==> src/rtl/character_move_ctrl_if.sv <==
// Signal bundle between the move sequencer and the lane sprite drawer.
// DrawEn/DrawDone handshake: DrawReset pulses low for one cycle to re-arm the drawer, then DrawEn is
// held high until the sequencer samples DrawDone=1 (or times out); DrawDone is only looked at while DrawEn is high.
interface character_move_ctrl_if;
    logic       MoveLeft;
    logic       MoveRight;
    logic       DrawDone;
    logic [3:0] PosOut;
    logic       DrawEn;
    logic       DrawReset;
    logic       Erase;
    logic       Busy;
    logic       Error;
    logic [2:0] dbg_state;

    modport slave (
        input  MoveLeft, MoveRight, DrawDone,
        output PosOut, DrawEn, DrawReset, Erase, Busy, Error, dbg_state
    );

    modport master (
        output MoveLeft, MoveRight, DrawDone,
        input  PosOut, DrawEn, DrawReset, Erase, Busy, Error, dbg_state
    );
endinterface

==> src/rtl/character_move_ctrl.sv <==
// Lane-position sequencer: turns left/right request edges into erase / update / draw passes on the sprite drawer.
module character_move_ctrl #(
    parameter int NUM_POS   = 4,
    parameter int START_POS = 0,
    parameter int TIMEOUT   = 1023
) (
    input  logic                  Clock,
    input  logic                  Reset,
    character_move_ctrl_if.slave  bus
);
    localparam int CW = $clog2(TIMEOUT + 1);

    typedef enum logic [2:0] {
        ST_INIT       = 3'd0,
        ST_IDLE       = 3'd1,
        ST_ERASE_ARM  = 3'd2,
        ST_ERASE_WAIT = 3'd3,
        ST_UPDATE     = 3'd4,
        ST_DRAW_ARM   = 3'd5,
        ST_DRAW_WAIT  = 3'd6,
        ST_ABORT      = 3'd7
    } state_t;

    state_t        state_q, state_d;
    logic [3:0]    pos_q, pos_d;
    logic          dir_q, dir_d;
    logic          pend_valid_q, pend_valid_d;
    logic          pend_dir_q, pend_dir_d;
    logic          left_prev_q, right_prev_q;
    logic [CW-1:0] cnt_q, cnt_d;
    logic          draw_en_q, draw_en_d;
    logic          draw_reset_q, draw_reset_d;
    logic          erase_q, erase_d;
    logic          busy_q, busy_d;
    logic          error_q, error_d;

    logic rise_l, rise_r, edge_valid, edge_dir;
    logic req_valid, req_dir, req_legal, in_wait, timed_out;

    always_comb begin
        rise_l     = bus.MoveLeft & ~left_prev_q;
        rise_r     = bus.MoveRight & ~right_prev_q;
        // Simultaneous left and right edges cancel out.
        edge_valid = rise_l ^ rise_r;
        edge_dir   = rise_r;
        req_valid  = edge_valid | pend_valid_q;
        req_dir    = edge_valid ? edge_dir : pend_dir_q;
        req_legal  = req_dir ? (pos_q < 4'(NUM_POS - 1)) : (pos_q != 4'd0);
        in_wait    = (state_q == ST_ERASE_WAIT) || (state_q == ST_DRAW_WAIT);
        timed_out  = in_wait && !bus.DrawDone && (cnt_q == CW'(TIMEOUT - 1));

        state_d      = state_q;
        pos_d        = pos_q;
        dir_d        = dir_q;
        pend_valid_d = pend_valid_q;
        pend_dir_d   = pend_dir_q;
        cnt_d        = cnt_q;

        if (state_q != ST_IDLE && edge_valid) begin
            pend_valid_d = 1'b1;
            pend_dir_d   = edge_dir;
        end

        if (state_q == ST_ERASE_ARM || state_q == ST_DRAW_ARM) begin
            cnt_d = '0;
        end else if (in_wait) begin
            cnt_d = cnt_q + CW'(1);
        end

        case (state_q)
            ST_INIT:       state_d = ST_DRAW_ARM;
            ST_IDLE: begin
                // Any request seen here is consumed; illegal ones are simply dropped.
                pend_valid_d = 1'b0;
                if (req_valid && req_legal) begin
                    state_d = ST_ERASE_ARM;
                    dir_d   = req_dir;
                end
            end
            ST_ERASE_ARM:  state_d = ST_ERASE_WAIT;
            ST_ERASE_WAIT: begin
                if (bus.DrawDone) begin
                    state_d = ST_UPDATE;
                    pos_d   = dir_q ? pos_q + 4'd1 : pos_q - 4'd1;
                end else if (timed_out) begin
                    state_d = ST_ABORT;
                end
            end
            ST_UPDATE:     state_d = ST_DRAW_ARM;
            ST_DRAW_ARM:   state_d = ST_DRAW_WAIT;
            ST_DRAW_WAIT: begin
                if (bus.DrawDone) begin
                    state_d = ST_IDLE;
                end else if (timed_out) begin
                    state_d = ST_ABORT;
                end
            end
            ST_ABORT:      state_d = ST_IDLE;
            default:       state_d = ST_INIT;
        endcase

        // Outputs are registered, so they are decoded from the state being entered.
        draw_en_d    = (state_d == ST_ERASE_WAIT) || (state_d == ST_DRAW_WAIT);
        draw_reset_d = !((state_d == ST_INIT) || (state_d == ST_ERASE_ARM) ||
                         (state_d == ST_DRAW_ARM) || (state_d == ST_ABORT));
        erase_d      = (state_d == ST_ERASE_ARM) || (state_d == ST_ERASE_WAIT);
        busy_d       = (state_d != ST_IDLE);
        error_d      = error_q | (state_d == ST_ABORT);
    end

    always_ff @(posedge Clock or negedge Reset) begin
        if (!Reset) begin
            state_q      <= ST_INIT;
            pos_q        <= 4'(START_POS);
            dir_q        <= 1'b0;
            pend_valid_q <= 1'b0;
            pend_dir_q   <= 1'b0;
            left_prev_q  <= 1'b0;
            right_prev_q <= 1'b0;
            cnt_q        <= '0;
            draw_en_q    <= 1'b0;
            draw_reset_q <= 1'b0;
            erase_q      <= 1'b0;
            busy_q       <= 1'b1;
            error_q      <= 1'b0;
        end else begin
            state_q      <= state_d;
            pos_q        <= pos_d;
            dir_q        <= dir_d;
            pend_valid_q <= pend_valid_d;
            pend_dir_q   <= pend_dir_d;
            left_prev_q  <= bus.MoveLeft;
            right_prev_q <= bus.MoveRight;
            cnt_q        <= cnt_d;
            draw_en_q    <= draw_en_d;
            draw_reset_q <= draw_reset_d;
            erase_q      <= erase_d;
            busy_q       <= busy_d;
            error_q      <= error_d;
        end
    end

    assign bus.PosOut    = pos_q;
    assign bus.DrawEn    = draw_en_q;
    assign bus.DrawReset = draw_reset_q;
    assign bus.Erase     = erase_q;
    assign bus.Busy      = busy_q;
    assign bus.Error     = error_q;
    assign bus.dbg_state = state_q;
endmodule
==> src/flat_wrapper.sv <==
// flat-port wrapper written by rule: the top's interface ports become plain ports
module character_move_ctrl_flat 
#(
    parameter int NUM_POS   = 4,
    parameter int START_POS = 0,
    parameter int TIMEOUT   = 1023
)
  (Clock, Reset, bus_MoveLeft, bus_MoveRight, bus_DrawDone, bus_PosOut, bus_DrawEn, bus_DrawReset, bus_Erase, bus_Busy, bus_Error, bus_dbg_state);
  character_move_ctrl_if bus_i ();
  input  logic Clock;
  input  logic Reset;
  input wire logic [$bits(bus_i.MoveLeft)-1:0] bus_MoveLeft;
  input wire logic [$bits(bus_i.MoveRight)-1:0] bus_MoveRight;
  input wire logic [$bits(bus_i.DrawDone)-1:0] bus_DrawDone;
  output wire logic [$bits(bus_i.PosOut)-1:0] bus_PosOut;
  output wire logic [$bits(bus_i.DrawEn)-1:0] bus_DrawEn;
  output wire logic [$bits(bus_i.DrawReset)-1:0] bus_DrawReset;
  output wire logic [$bits(bus_i.Erase)-1:0] bus_Erase;
  output wire logic [$bits(bus_i.Busy)-1:0] bus_Busy;
  output wire logic [$bits(bus_i.Error)-1:0] bus_Error;
  output wire logic [$bits(bus_i.dbg_state)-1:0] bus_dbg_state;
  assign bus_i.MoveLeft = bus_MoveLeft;
  assign bus_i.MoveRight = bus_MoveRight;
  assign bus_i.DrawDone = bus_DrawDone;
  assign bus_PosOut = bus_i.PosOut;
  assign bus_DrawEn = bus_i.DrawEn;
  assign bus_DrawReset = bus_i.DrawReset;
  assign bus_Erase = bus_i.Erase;
  assign bus_Busy = bus_i.Busy;
  assign bus_Error = bus_i.Error;
  assign bus_dbg_state = bus_i.dbg_state;
  character_move_ctrl #(.NUM_POS(NUM_POS), .START_POS(START_POS), .TIMEOUT(TIMEOUT)) u_core (.Clock(Clock), .Reset(Reset), .bus(bus_i));
endmodule
==> config.mk <==
export PLATFORM = sky130hd
export DESIGN_NAME = character_move_ctrl_flat
export DESIGN_NICKNAME = d
export VERILOG_FILES = /design/src/rtl/character_move_ctrl_if.sv /design/src/rtl/character_move_ctrl.sv /design/src/flat_wrapper.sv
export SDC_FILE = /design/constraint.sdc
export NUM_CORES = 1
export LEC_CHECK = 0
export CELL_PAD_IN_SITES_DETAIL_PLACEMENT = 1
export CELL_PAD_IN_SITES_GLOBAL_PLACEMENT = 1
export CORE_MARGIN = 10
export CORE_UTILIZATION = 46
export DETAILED_ROUTE_END_ITERATION = 6
export GPL_TIMING_DRIVEN = 0
export PLACE_DENSITY_LB_ADDON = 0.08
export SLEW_MARGIN = 5
export SYNTH_ARGS = -nofsm -noshare
export SYNTH_HDL_FRONTEND = slang
export SYNTH_SLANG_ARGS = --single-unit
export TNS_END_PERCENT = 50
==> constraint.sdc <==
create_clock -name Clock -period 4.2 [get_ports Clock]
set_input_delay 1.05 -clock Clock [delete_from_list [all_inputs] [get_ports Clock]]
set_output_delay 1.05 -clock Clock [all_outputs]
set_load 0.1 [all_outputs]
==> results.json <==
{
  "critPathMaxStageDelay_ps": 1130,
  "dp_hpwl_mm": 2.80,
  "synth_seq_area_share_pct": 45.9,
  "ff2ff_path_depth": 4,
  "cts_root_buf": "clkbuf_4",
  "synth-edff-count": 0,
  "critPathCaptureType": "output pin",
  "via_per_inst": 5.59,
  "numClockSinks": 27,
  "drc_errors": 0,
  "fin_crit_ps": 3080,
  "cts_buffer_depth": 2,
  "maxSlewHeadroom_pct": 34.8,
  "antenna_found_initial": 0,
  "final_util_pct": 55.9,
  "row_count": 20,
  "rsz0062_at_grt": "false",
  "maxCapViolCount": 0,
  "crit_family": "buffers and inverters",
  "num_antenna_cells": 0,
  "synth_cell_types": 44,
  "cts_setup_buffers": 0,
  "arrival_ps": 2030,
  "portBuffers": 15,
  "cp.required_ps": 3150,
  "totalNegativeSetupSlack_ps": 0,
  "synthToLayoutAreaGrowth_pct": 15.6,
  "dr.pass1.iters": 4,
  "tightestPinTransition_ps": 975,
  "ys_async_sr_fraction_pct": 100,
  "cp_num_buf_inv": 1,
  "synth_area_mm2": 0.00148,
  "cts_max_level": 1,
  "min_path_cells": 1,
  "drive_gt1_share_pct": 8.09,
  "regMostFlops": "u_core.cnt_q",
  "start_kind": "flop",
  "fillers": 372,
  "grt_pass1_vias": 1291,
  "synth-seq-cells": 27,
  "gp_congestion": 0.785,
  "start_util_pct": 48.3,
  "whs_ps": 490,
  "syn_area_per_cell_um2": 9.58,
  "worst-path-stages": 1,
  "wire_per_inst_um": 17.2,
  "grt_usage_pct": 12.6,
  "grt_max_degree": 28,
  "tritoncts": "yes",
  "cts_hold_buf": 0,
  "largest_reg_flops": 10,
  "placed_cell_area_mm2": 0.00168,
  "num_vias": 1213,
  "fp.dieW_um": 76.6,
  "grt_overflow": 0,
  "path_class": "reg -> out",
  "core-area_mm2": 0.00305,
  "drt-initial-drc-count": 56,
  "die_height_um": 76.6,
  "numCtsBuffers": 3,
  "multi_input_area_um2": 759,
  "crit_fanout": 1,
  "outcome": "finished, final reports clean",
  "final_area_mm2": 0.00171,
  "ys_warn_count": 0,
  "clkTransAtPathRegs_ps": 160,
  "antenna_left": 0,
  "clock_skew_ps": 10.5,
  "crit_slowest_cell": "clkdlybuf4s50_1",
  "slew_violations": 0,
  "synthCells": 154,
  "hold_violations": 0,
  "insertion_delay_ps": 340,
  "post-route-period-util_pct": 73.3,
  "finalSetupViolations": 0,
  "syn-num-nets": 164,
  "synth_ff_type": "dfrtp_1",
  "ios": 17,
  "dieArea_mm2": 0.00587,
  "crit_chain": "clkdlybuf4s50_1",
  "grt_pass1_wl_mm": 6.32,
  "wl_mm": 3.72,
  "cts-resized-gates": 0,
  "hold_path.class": "reg -> reg",
  "fin_nets": 184,
  "max_freq_mhz": 325,
  "layout.area.seq_um2": 677
}
-- synthesized netlist by cell type (2+ instances only) --
library cell  count  area [µm²]
xnor2_1           7        61.3
nor3_1            7        35.0
a21o_1            2        15.0
nor2b_1           2        12.5
dfrtp_1          26         651
maj3_1            4        40.0
nand3_1           8        40.0
ha_1              4        50.1
mux2_2            2        22.5
and2_1            2        12.5
o21ai_0          11        55.1
nor2_1           11        41.3
xor2_1            2        17.5
nand2_1          12        45.0
clkbuf_1          4        15.0
or3_1             3        18.8
a21oi_1          13        65.1
nand2b_1          4        25.0
o21a_1            2        15.0
inv_1             4        15.0
-- per-stage QoR --
step                      std cells  setup WS (ps)
after floorplan                 154           1700
after global placement          213           1240
after detailed placement        213           1170
after CTS                       217           1110
after global routing            217           1040
final                           217           1120
-- worst register-to-register path, cell delays in order (launching register included) --
cell,delay (ps)
dfrtp_1,480
or4_1,570
o21a_1,130
o21ai_1,440
mux2_2,390
-- final timing paths --
| kind | start | end | slack [ps] |
|---|---|---|---|
| worst max-delay path | u_core.bus.Busy | bus_Busy | 1120 |
| worst min-delay path | u_core.bus.Error | u_core.bus.Error | 490 |
| worst max register to register | u_core.bus.PosOut[1] | u_core.dir_q | 2100 |
| worst min register to register | u_core.bus.Error | u_core.bus.Error | 490 |
| max in group asynchronous | Reset | u_core.bus.DrawEn | 3100 |
| min in group asynchronous | Reset | u_core.bus.DrawReset | 700 |
-- logic make-up after synthesis --
logic type / after synthesis / share of synthesized area [%]
AOI/OAI and AO/OA: 40 / 17.0
xor gates and xnor gates: 9 / 5.34
adders and majority gates: 9 / 7.46
buffers and inverters: 10 / 2.63
DFF: 27 / 45.9
muxes: 2 / 1.53
and+or+nand+nor: 57 / 20.1
-- area by class of cell --
class / instances / area share [%]
tap: 44 / 3.23
clock buffer: 3 / 1.32
timing repair buffer: 15 / 8.51
sequential: 27 / 39.7
clock inverter: 1 / 0.440
multi-input combinational: 117 / 44.5
inverter: 4 / 0.880
buffer: 6 / 1.39
-- per-layer routing --
metal	global-route usage, %	vias to the layer above	routed length, µm
met5	0	-	0
met4	3.35	0	40
met3	3.07	5	165
met2	20.2	19	1720
met1	16.6	602	1800
li1	-	587	-
-- cell usage in the layout, fill, tap and decap left out, types with 3 or more instances in the layout --
cell              n
clkdlybuf4s50_1  14
o21ai_0          11
nor2_1           11
clkbuf_4          3
clkbuf_1          4
nand3_1           8
xnor2_1           7
a21oi_1          13
dfrtp_1          26
nand2b_1          4
inv_1             4
maj3_1            4
or3_1             3
nand2_1          12
nor3_1            7
ha_1              4
Power is left out: the tool's default activity adds up to more than one toggle a clock period on the data nets, which glitch-free logic cannot reach.
